### src/rtl/uart_byte_tx.sv
// 8N1 byte-wide serial transmitter with valid/ready intake and registered outputs.
// Define UART_TX_PARITY_EN to insert an even-parity bit between the data and stop bits.
`timescale 1ns/1ps

module uart_byte_tx #(
    parameter int unsigned CLKS_PER_BIT = 434,
    parameter logic        IDLE_LEVEL   = 1'b1
) (
    input  logic       sclk,
    input  logic       rst_n,
    input  logic [7:0] tx_data,
    input  logic       tx_valid,
    output logic       tx_ready,
    output logic       tx,
    output logic       tx_busy,
    output logic       tx_done
);

    localparam int unsigned BAUD_W = (CLKS_PER_BIT > 1) ? $clog2(CLKS_PER_BIT) : 1;
    localparam logic [BAUD_W-1:0] BAUD_LAST = BAUD_W'(CLKS_PER_BIT - 1);
    localparam logic [BAUD_W-1:0] BAUD_PRE  = BAUD_W'(CLKS_PER_BIT - 2);

`ifdef UART_TX_PARITY_EN
    typedef enum logic [2:0] {S_IDLE, S_START, S_DATA, S_PARITY, S_STOP} state_t;
`else
    typedef enum logic [2:0] {S_IDLE, S_START, S_DATA, S_STOP} state_t;
`endif

    state_t            state_q;
    logic [BAUD_W-1:0] baud_q;
    logic [BAUD_W-1:0] baud_d;
    logic [2:0]        bit_q;
    logic [7:0]        shift_q;
    logic              tx_q;
    logic              ready_q;
    logic              busy_q;
    logic              done_q;
    logic              bit_end;
`ifdef UART_TX_PARITY_EN
    logic              parity_q;
`endif

    always_comb begin
        bit_end = (baud_q == BAUD_LAST);
        baud_d  = bit_end ? '0 : baud_q + 1'b1;
    end

    always_ff @(posedge sclk) begin
        if (!rst_n) begin
            state_q <= S_IDLE;
            baud_q  <= '0;
            bit_q   <= '0;
            shift_q <= '0;
            tx_q    <= IDLE_LEVEL;
            ready_q <= 1'b1;
            busy_q  <= 1'b0;
            done_q  <= 1'b0;
`ifdef UART_TX_PARITY_EN
            parity_q <= 1'b0;
`endif
        end else begin
            case (state_q)
                S_IDLE: begin
                    if (tx_valid && ready_q) begin
                        shift_q <= tx_data;
`ifdef UART_TX_PARITY_EN
                        parity_q <= ^tx_data;
`endif
                        state_q <= S_START;
                        tx_q    <= 1'b0;
                        ready_q <= 1'b0;
                        busy_q  <= 1'b1;
                        baud_q  <= '0;
                        bit_q   <= '0;
                    end
                end
                S_START: begin
                    baud_q <= baud_d;
                    if (bit_end) begin
                        state_q <= S_DATA;
                        tx_q    <= shift_q[0];
                    end
                end
                S_DATA: begin
                    baud_q <= baud_d;
                    if (bit_end) begin
                        // tx is registered, so the next bit is taken from shift_q[1] before the shift lands
                        shift_q <= {1'b0, shift_q[7:1]};
                        if (bit_q == 3'd7) begin
                            bit_q <= '0;
`ifdef UART_TX_PARITY_EN
                            state_q <= S_PARITY;
                            tx_q    <= parity_q;
`else
                            state_q <= S_STOP;
                            tx_q    <= IDLE_LEVEL;
`endif
                        end else begin
                            bit_q <= bit_q + 1'b1;
                            tx_q  <= shift_q[1];
                        end
                    end
                end
`ifdef UART_TX_PARITY_EN
                S_PARITY: begin
                    baud_q <= baud_d;
                    if (bit_end) begin
                        state_q <= S_STOP;
                        tx_q    <= IDLE_LEVEL;
                    end
                end
`endif
                S_STOP: begin
                    baud_q <= baud_d;
                    // done is registered, so it is raised one count early to land in the last stop cycle
                    done_q <= (baud_q == BAUD_PRE);
                    if (bit_end) begin
                        state_q <= S_IDLE;
                        ready_q <= 1'b1;
                        busy_q  <= 1'b0;
                        done_q  <= 1'b0;
                    end
                end
                default: begin
                    state_q <= S_IDLE;
                    tx_q    <= IDLE_LEVEL;
                    ready_q <= 1'b1;
                    busy_q  <= 1'b0;
                    done_q  <= 1'b0;
                end
            endcase
        end
    end

    assign tx_ready = ready_q;
    assign tx       = tx_q;
    assign tx_busy  = busy_q;
    assign tx_done  = done_q;

endmodule
### config.mk
export PLATFORM = sky130hd
export DESIGN_NAME = uart_byte_tx
export DESIGN_NICKNAME = d
export VERILOG_FILES = /design/src/rtl/uart_byte_tx.sv
export SDC_FILE = /design/constraint.sdc
export NUM_CORES = 1
export LEC_CHECK = 0
export BUFFER_PORTS_ARGS = -buffer_cell sky130_fd_sc_hd__buf_2
export CORE_MARGIN = 3
export CORE_UTILIZATION = 59
export CTS_CLUSTER_SIZE = 28
export DETAILED_ROUTE_END_ITERATION = 8
export PLACE_DENSITY_LB_ADDON = 0.08
export SLEW_MARGIN = 30
export SYNTH_ARGS = -nofsm -noshare
export SYNTH_HDL_FRONTEND = slang
export SYNTH_SLANG_ARGS = --single-unit
### constraint.sdc
create_clock -name sclk -period 3.85 [get_ports sclk]
set_input_delay 0.385 -clock sclk [delete_from_list [all_inputs] [get_ports sclk]]
set_output_delay 0.385 -clock sclk [all_outputs]
set_load 0.03 [all_outputs]
==> results of run 1 <==
[layer usage]
| layer | vias to the layer above | part of all wire |
|---|---|---|
| li1 | 645 | - |
| met1 | 605 | 0.49 |
| met2 | 24 | 0.46 |
| met3 | 5 | 0.040 |
| met4 | 0 | 0.0094 |
| met5 | - | 0 |
[cell families after synthesis]
group	count (synthesis)	share of synthesized area
XOR/XNOR	4	0.02305
buffers and inverters	13	0.03869
multiplexers	9	0.05926
AND/OR/NAND/NOR	71	0.2807
flip-flops	26	0.3424
AO/OA/AOI/OAI	34	0.1654
adder cells (fa/ha/maj)	11	0.09053
[worst max-delay path, delay by kind of cell (launching register included)]
| kind | cells | cell delay [ns] |
|---|---|---|
| and+or+nand+nor | 2 | 0.70 |
| DFF | 1 | 0.43 |
| adders and majority gates | 1 | 0.43 |
| AOI/OAI and AO/OA | 2 | 0.28 |
| buffers and inverters | 1 | 0.10 |
[state kept, by name, summed over array words and instances (netlist names)]
signal,count
bit_q,3
state_q,2
baud_q,9
tx,1
tx_done,1
tx_busy,1
tx_ready,1
shift_q,8
[cell usage after synthesis, drive strengths merged, types with 4 or more instances]
master | number | area (µm²)
ha | 11 | 137.6
nand4 | 11 | 68.82
and2 | 4 | 25.02
o21ai | 13 | 65.06
and4 | 4 | 35.03
o211a | 7 | 70.07
dfxtp | 26 | 520.5
mux2i | 9 | 90.09
nand2 | 15 | 56.30
nand3 | 9 | 57.56
nor2 | 11 | 41.29
inv | 7 | 26.28
[through the flow]
stage	total power [mW]	std cells	area, µm²
after floorplan	0.7602	168	1520
after global placement	0.8383	204	1593
after detailed placement	0.8620	204	1593
after CTS	1.002	208	1629
after global routing	1.074	208	1629
final	1.000	208	1629
[final timing paths]
| path | endpoint | from | slack [ns] | cells after the start |
|---|---|---|---|---|
| min | shift_q[7] | tx_data[7] | 0.29 | 3 |
| max reg2reg | shift_q[2] | state_q[0] | 1.80 | 6 |
| max | shift_q[2] | state_q[0] | 1.80 | 6 |
| min reg2reg | bit_q[1] | bit_q[1] | 0.47 | 2 |
[layout make-up]
class | count | area [µm²] | share of cell area
Multi-Input combinational cell | 129 | 940.9 | 0.5776
Sequential cell | 26 | 520.5 | 0.3195
Timing Repair Buffer | 14 | 70.07 | 0.04301
Clock buffer | 4 | 36.28 | 0.02227
Tap cell | 28 | 35.03 | 0.02151
Inverter | 7 | 26.28 | 0.01613
[where the power goes]
part	switching (mW)	internal (mW)	total, mW
sequential	0.0472	0.336	0.383
combinational	0.296	0.181	0.477
clock	0.0818	0.0580	0.140
total	0.425	0.575	1.00
==> impl_metrics.env, run 1 <==
export IMPL_top_usage_layer="met2"
export IMPL_fp_row_count=17
export IMPL_gr_total_overflow=0
export IMPL_rsz0062_at_grt="false"
export IMPL_setup_viol=0
export IMPL_layout_nets=203
export IMPL_synthCells=168
export IMPL_drive_above_1_share=0.1389
export IMPL_die_area_um2=3222
export IMPL_p_per_area_nw_per_um2=614.0
export IMPL_critPathRequiredTime_ns=4.09
export IMPL_hold_violations=0
export IMPL_ant_nets=0
export IMPL_grt_pass1_vias=1216
export IMPL_final_common_cell="dfxtp_1"
export IMPL_slew_violations=0
export IMPL_synth_cell_types=43
export IMPL_cp_arrival_ns=2.28
export IMPL_synth_seq_cells=26
export IMPL_grt_met1_usage=0.2723
export IMPL_period_share=0.5314
export IMPL_areaGrowthSynthToFinish_pct=7.160
export IMPL_tightestPinTransition_ns=0.6416
export IMPL_clockBufferDepth=2
export IMPL_critPathKind="reg -> reg"
export IMPL_initial_utilization=0.6557
export IMPL_drtPass1Iterations=4
export IMPL_fmax_ghz=0.4888
export IMPL_drt_wl_total_mm=3.071
export IMPL_cap_violations=0
export IMPL_fillers=200
export IMPL_ys_warn_count=0
export IMPL_ios=15
export IMPL_crit_slowest_cell="dfxtp_1"
export IMPL_grt_use_total=0.2066
export IMPL_endpoint_kind="register"
export IMPL_cts_buffers=3
export IMPL_place_ws_ns=1.823
export IMPL_drtIter0Drc=42
export IMPL_viasPerCell=6.149
export IMPL_max_vdd_ir_drop_mv=0.5406
export IMPL_synth_edff_count=0
export IMPL_whs_ns=0.2857
export IMPL_grt_max_degree=33
export IMPL_cts_hold_buffers=0
export IMPL_crit_fanout=16
export IMPL_cts_resized=0
export IMPL_antenna_found_initial=0
export IMPL_clockRootBuffer="clkbuf_4"
export IMPL_crit_chain="inv_1 > ha_1 > or2b_1 > nor2_1 > o21ai_1 > o211a_1"
export IMPL_grt_util_met3=0.05977
export IMPL_cp_start_kind="register"
export IMPL_post_drt_wl_per_cell_um=14.76
export IMPL_critPathMaxStageDelay_ns=0.43
export IMPL_postCtsSetupBuffers=0
export IMPL_fin_crit_ns=2.046
export IMPL_async_flop_share=0
export IMPL_p_leak_nw=0.7369
export IMPL_met2_usage=0.3300
export IMPL_io_buffers=14
export IMPL_core_area_um2=2318
export IMPL_grt_first_pass_wirelength_mm=5.388
export IMPL_dp_hpwl_mm=2.315
export IMPL_h_tree_depth=1
export IMPL_cts_tree="yes"
export IMPL_status="complete, no violations"
export IMPL_diodes=0
export IMPL_final_util=0.7026
export IMPL_ys_flop_type="dfxtp_1"
export IMPL_drc=0
export IMPL_fin_worst_skew_ns=0.003073
export IMPL_syn_area_um2=1520
export IMPL_clk_latency_ns=0.33
export IMPL_num_vias=1279
export IMPL_fp_dieW_um=56.76
export IMPL_ys_seq_area_frac=0.3424
export IMPL_clk_pin_slew_ns=0.14
export IMPL_die_h_um=56.76
export IMPL_clock_sinks=26
export IMPL_syn_num_nets=190
export IMPL_final_cell_mix="dfxtp_1 (26), nand2_1 (15), buf_2 (14)"
export IMPL_slew_headroom=0.5723
export IMPL_hold_path_class="in -> reg"
export IMPL_post_synth_cell_area_avg_um2=9.049
export IMPL_place_gp_congestion=0.8071
export IMPL_worst_slack_ns=1.804
export IMPL_setup_tns_ns=0
Power figures use the tool's default switching activity.
==> run 2, diff against run 1 <==
--- a/config.mk
+++ b/config.mk
@@ -7,7 +7,7 @@
 export LEC_CHECK = 0
 export BUFFER_PORTS_ARGS = -buffer_cell sky130_fd_sc_hd__buf_2
 export CORE_MARGIN = 3
-export CORE_UTILIZATION = 59
+export CORE_UTILIZATION = 58
 export CTS_CLUSTER_SIZE = 28
 export DETAILED_ROUTE_END_ITERATION = 8
 export PLACE_DENSITY_LB_ADDON = 0.08
==> constraint.sdc (replaced) <==
create_clock -name sclk -period 2.1 [get_ports sclk]
set_input_delay 0.21 -clock sclk [delete_from_list [all_inputs] [get_ports sclk]]
set_output_delay 0.21 -clock sclk [all_outputs]
set_load 0.03 [all_outputs]
==> run 2 against run 1 <==
Clock skew grew 0.0037 ns. Core utilization is essentially flat. Global-route usage shrank 1.8 points. Final cell count grew 0.96%. Power grew 83%. Hold slack lost 0.16 ns. Combinational power grew 84%. Fmax grew 11%. Register-to-register slack lost 1.5 ns. Sequential share of layout area shrank 0.29 points. Flip-flop and latch count is the same. Clock power grew 81%. Critical endpoint is now shift_q[6]. Highest routed layer unchanged.
==> impl_metrics.env, run 2 (synthesized netlist as in run 1, its figures left out) <==
export IMPL_status="complete, no violations"
export IMPL_die_h_um=57.20
export IMPL_p_per_area_nw_per_um2=1114
export IMPL_setup_tns_ns=0
export IMPL_max_vdd_ir_drop_mv=0.8557
export IMPL_tightestPinTransition_ns=0.4515
export IMPL_num_vias=1288
export IMPL_clock_sinks=26
export IMPL_cap_violations=0
export IMPL_power_frac_clock=0.139
export IMPL_final_common_cell="dfxtp_1"
export IMPL_cts_hold_buffers=0
export IMPL_antenna_found_initial=0
export IMPL_dp_cells=206
export IMPL_postCtsSetupBuffers=0
export IMPL_die_area_um2=3271
export IMPL_switchingPower_uw=769.6
export IMPL_grt_pass1_vias=1101
export IMPL_grt_first_pass_wirelength_mm=5.057
export IMPL_drtIter0Drc=57
export IMPL_diodes=0
export IMPL_ff_latch_area_um2=520.5
export IMPL_grt_max_degree=32
export IMPL_clk_latency_ns=0.32
export IMPL_largest_register_ffs=9
export IMPL_cp_start_kind="register"
export IMPL_largest_register="baud_q"
export IMPL_drc=0
export IMPL_ant_nets=0
export IMPL_hold_path_class="in -> reg"
export IMPL_clockRootBuffer="clkbuf_4"
export IMPL_p_leak_nw=0.7471
export IMPL_largestRegisters="baud_q: 9 flops, shift_q: 8 flops, bit_q: 3 flops"
export IMPL_h_tree_depth=1
export IMPL_setup_viol=0
export IMPL_swShare=0.4203
export IMPL_areaGrowthSynthToFinish_pct=8.148
export IMPL_total_power_mw=1.831
export IMPL_crit_fanout=11
export IMPL_fp_dieW_um=57.20
export IMPL_fmax_ghz=0.5432
export IMPL_drive_above_1_share=0.1484
export IMPL_ios=15
export IMPL_grt_use_total=0.1890
export IMPL_endpoint_kind="register"
export IMPL_layout_nets=205
export IMPL_clk_pin_slew_ns=0.14
export IMPL_fin_crit_ns=1.841
export IMPL_io_buffers=14
export IMPL_worst_slack_ns=0.2591
export IMPL_pwr_share_seq=0.382
export IMPL_slew_headroom=0.6979
export IMPL_layout_cells_non_filler=210
export IMPL_viasPerCell=6.133
export IMPL_hold_violations=0
export IMPL_period_share=0.8766
export IMPL_final_area_um2=1644
export IMPL_critPathRequiredTime_ns=2.33
export IMPL_placed_area_um2=1608
export IMPL_critPathKind="reg -> reg"
export IMPL_place_ws_ns=0.2849
export IMPL_initial_utilization=0.6497
export IMPL_cts_resized=0
export IMPL_fp_row_count=17
export IMPL_drt_wl_total_mm=3.146
export IMPL_gr_total_overflow=0
export IMPL_post_drt_wl_per_cell_um=14.98
export IMPL_clockBufferDepth=2
export IMPL_drtPass1Iterations=4
export IMPL_cts_buffers=3
export IMPL_core_area_um2=2340
export IMPL_p_comb_frac=0.480
export IMPL_cts_tree="yes"
export IMPL_fillers=204
export IMPL_slew_violations=0
export IMPL_rsz0062_at_grt="false"
export IMPL_p_int_mw=1.061
export IMPL_multi_input_area_um2=940.9
export IMPL_place_gp_congestion=0.9070
export IMPL_final_cell_mix="dfxtp_1 (26), nand2_1 (15), buf_2 (14)"
export IMPL_dp_hpwl_mm=2.364
export IMPL_cp_arrival_ns=2.07
export IMPL_fin_worst_skew_ns=0.006740
[run 2: worst max-delay path: stages (launching register included)]
cell and delay (ns):
dfxtp_1 0.43, inv_1 0.11, ha_1 0.26, a21bo_4 0.27, and4_1 0.42, o21ai_1 0.13
o211a_1 0.14
[run 2: final timing paths]
| kind | start | end | slack [ns] | cells after the start |
|---|---|---|---|---|
| worst max-delay path | state_q[0] | shift_q[6] | 0.26 | 6 |
| worst min-delay path | tx_data[7] | shift_q[7] | 0.13 | 3 |
| worst max register to register | state_q[0] | shift_q[6] | 0.26 | 6 |
| worst min register to register | shift_q[7] | shift_q[7] | 0.48 | 2 |
[run 2: power groups by stage]
stage	Sequential, mW	Combinational (mW)	Clock (mW)
floorplan	0.737	0.657	0
global placement	0.702	0.830	0
detailed placement	0.712	0.861	0
CTS	0.699	0.866	0.259
global route	0.713	0.970	0.285
finish	0.699	0.878	0.254
[run 2: through the flow]
stage / hold WS, ns / util
final: 0.1303 / 0.7027
after global routing: 0.1419 / 0.7027
after CTS: 0.1271 / 0.7027
after detailed placement: 0.4559 / 0.6872
after global placement: 0.4456 / 0.6872
after floorplan: 0.3533 / -
[run 2: layout make-up]
type                       count  area share
sequential                    26      0.3166
multi-input combinational    129      0.5723
inverter                       7     0.01598
tap                           28     0.02131
clock buffer                   4     0.02207
timing repair buffer          16     0.05175
[run 2: routing by layer]
layer	part of all wire	GRT usage	up-vias
met5	0	0	-
met4	0.0029	0.04305	0
met3	0.059	0.02941	2
met2	0.43	0.2936	43
met1	0.51	0.2752	595
li1	-	-	648
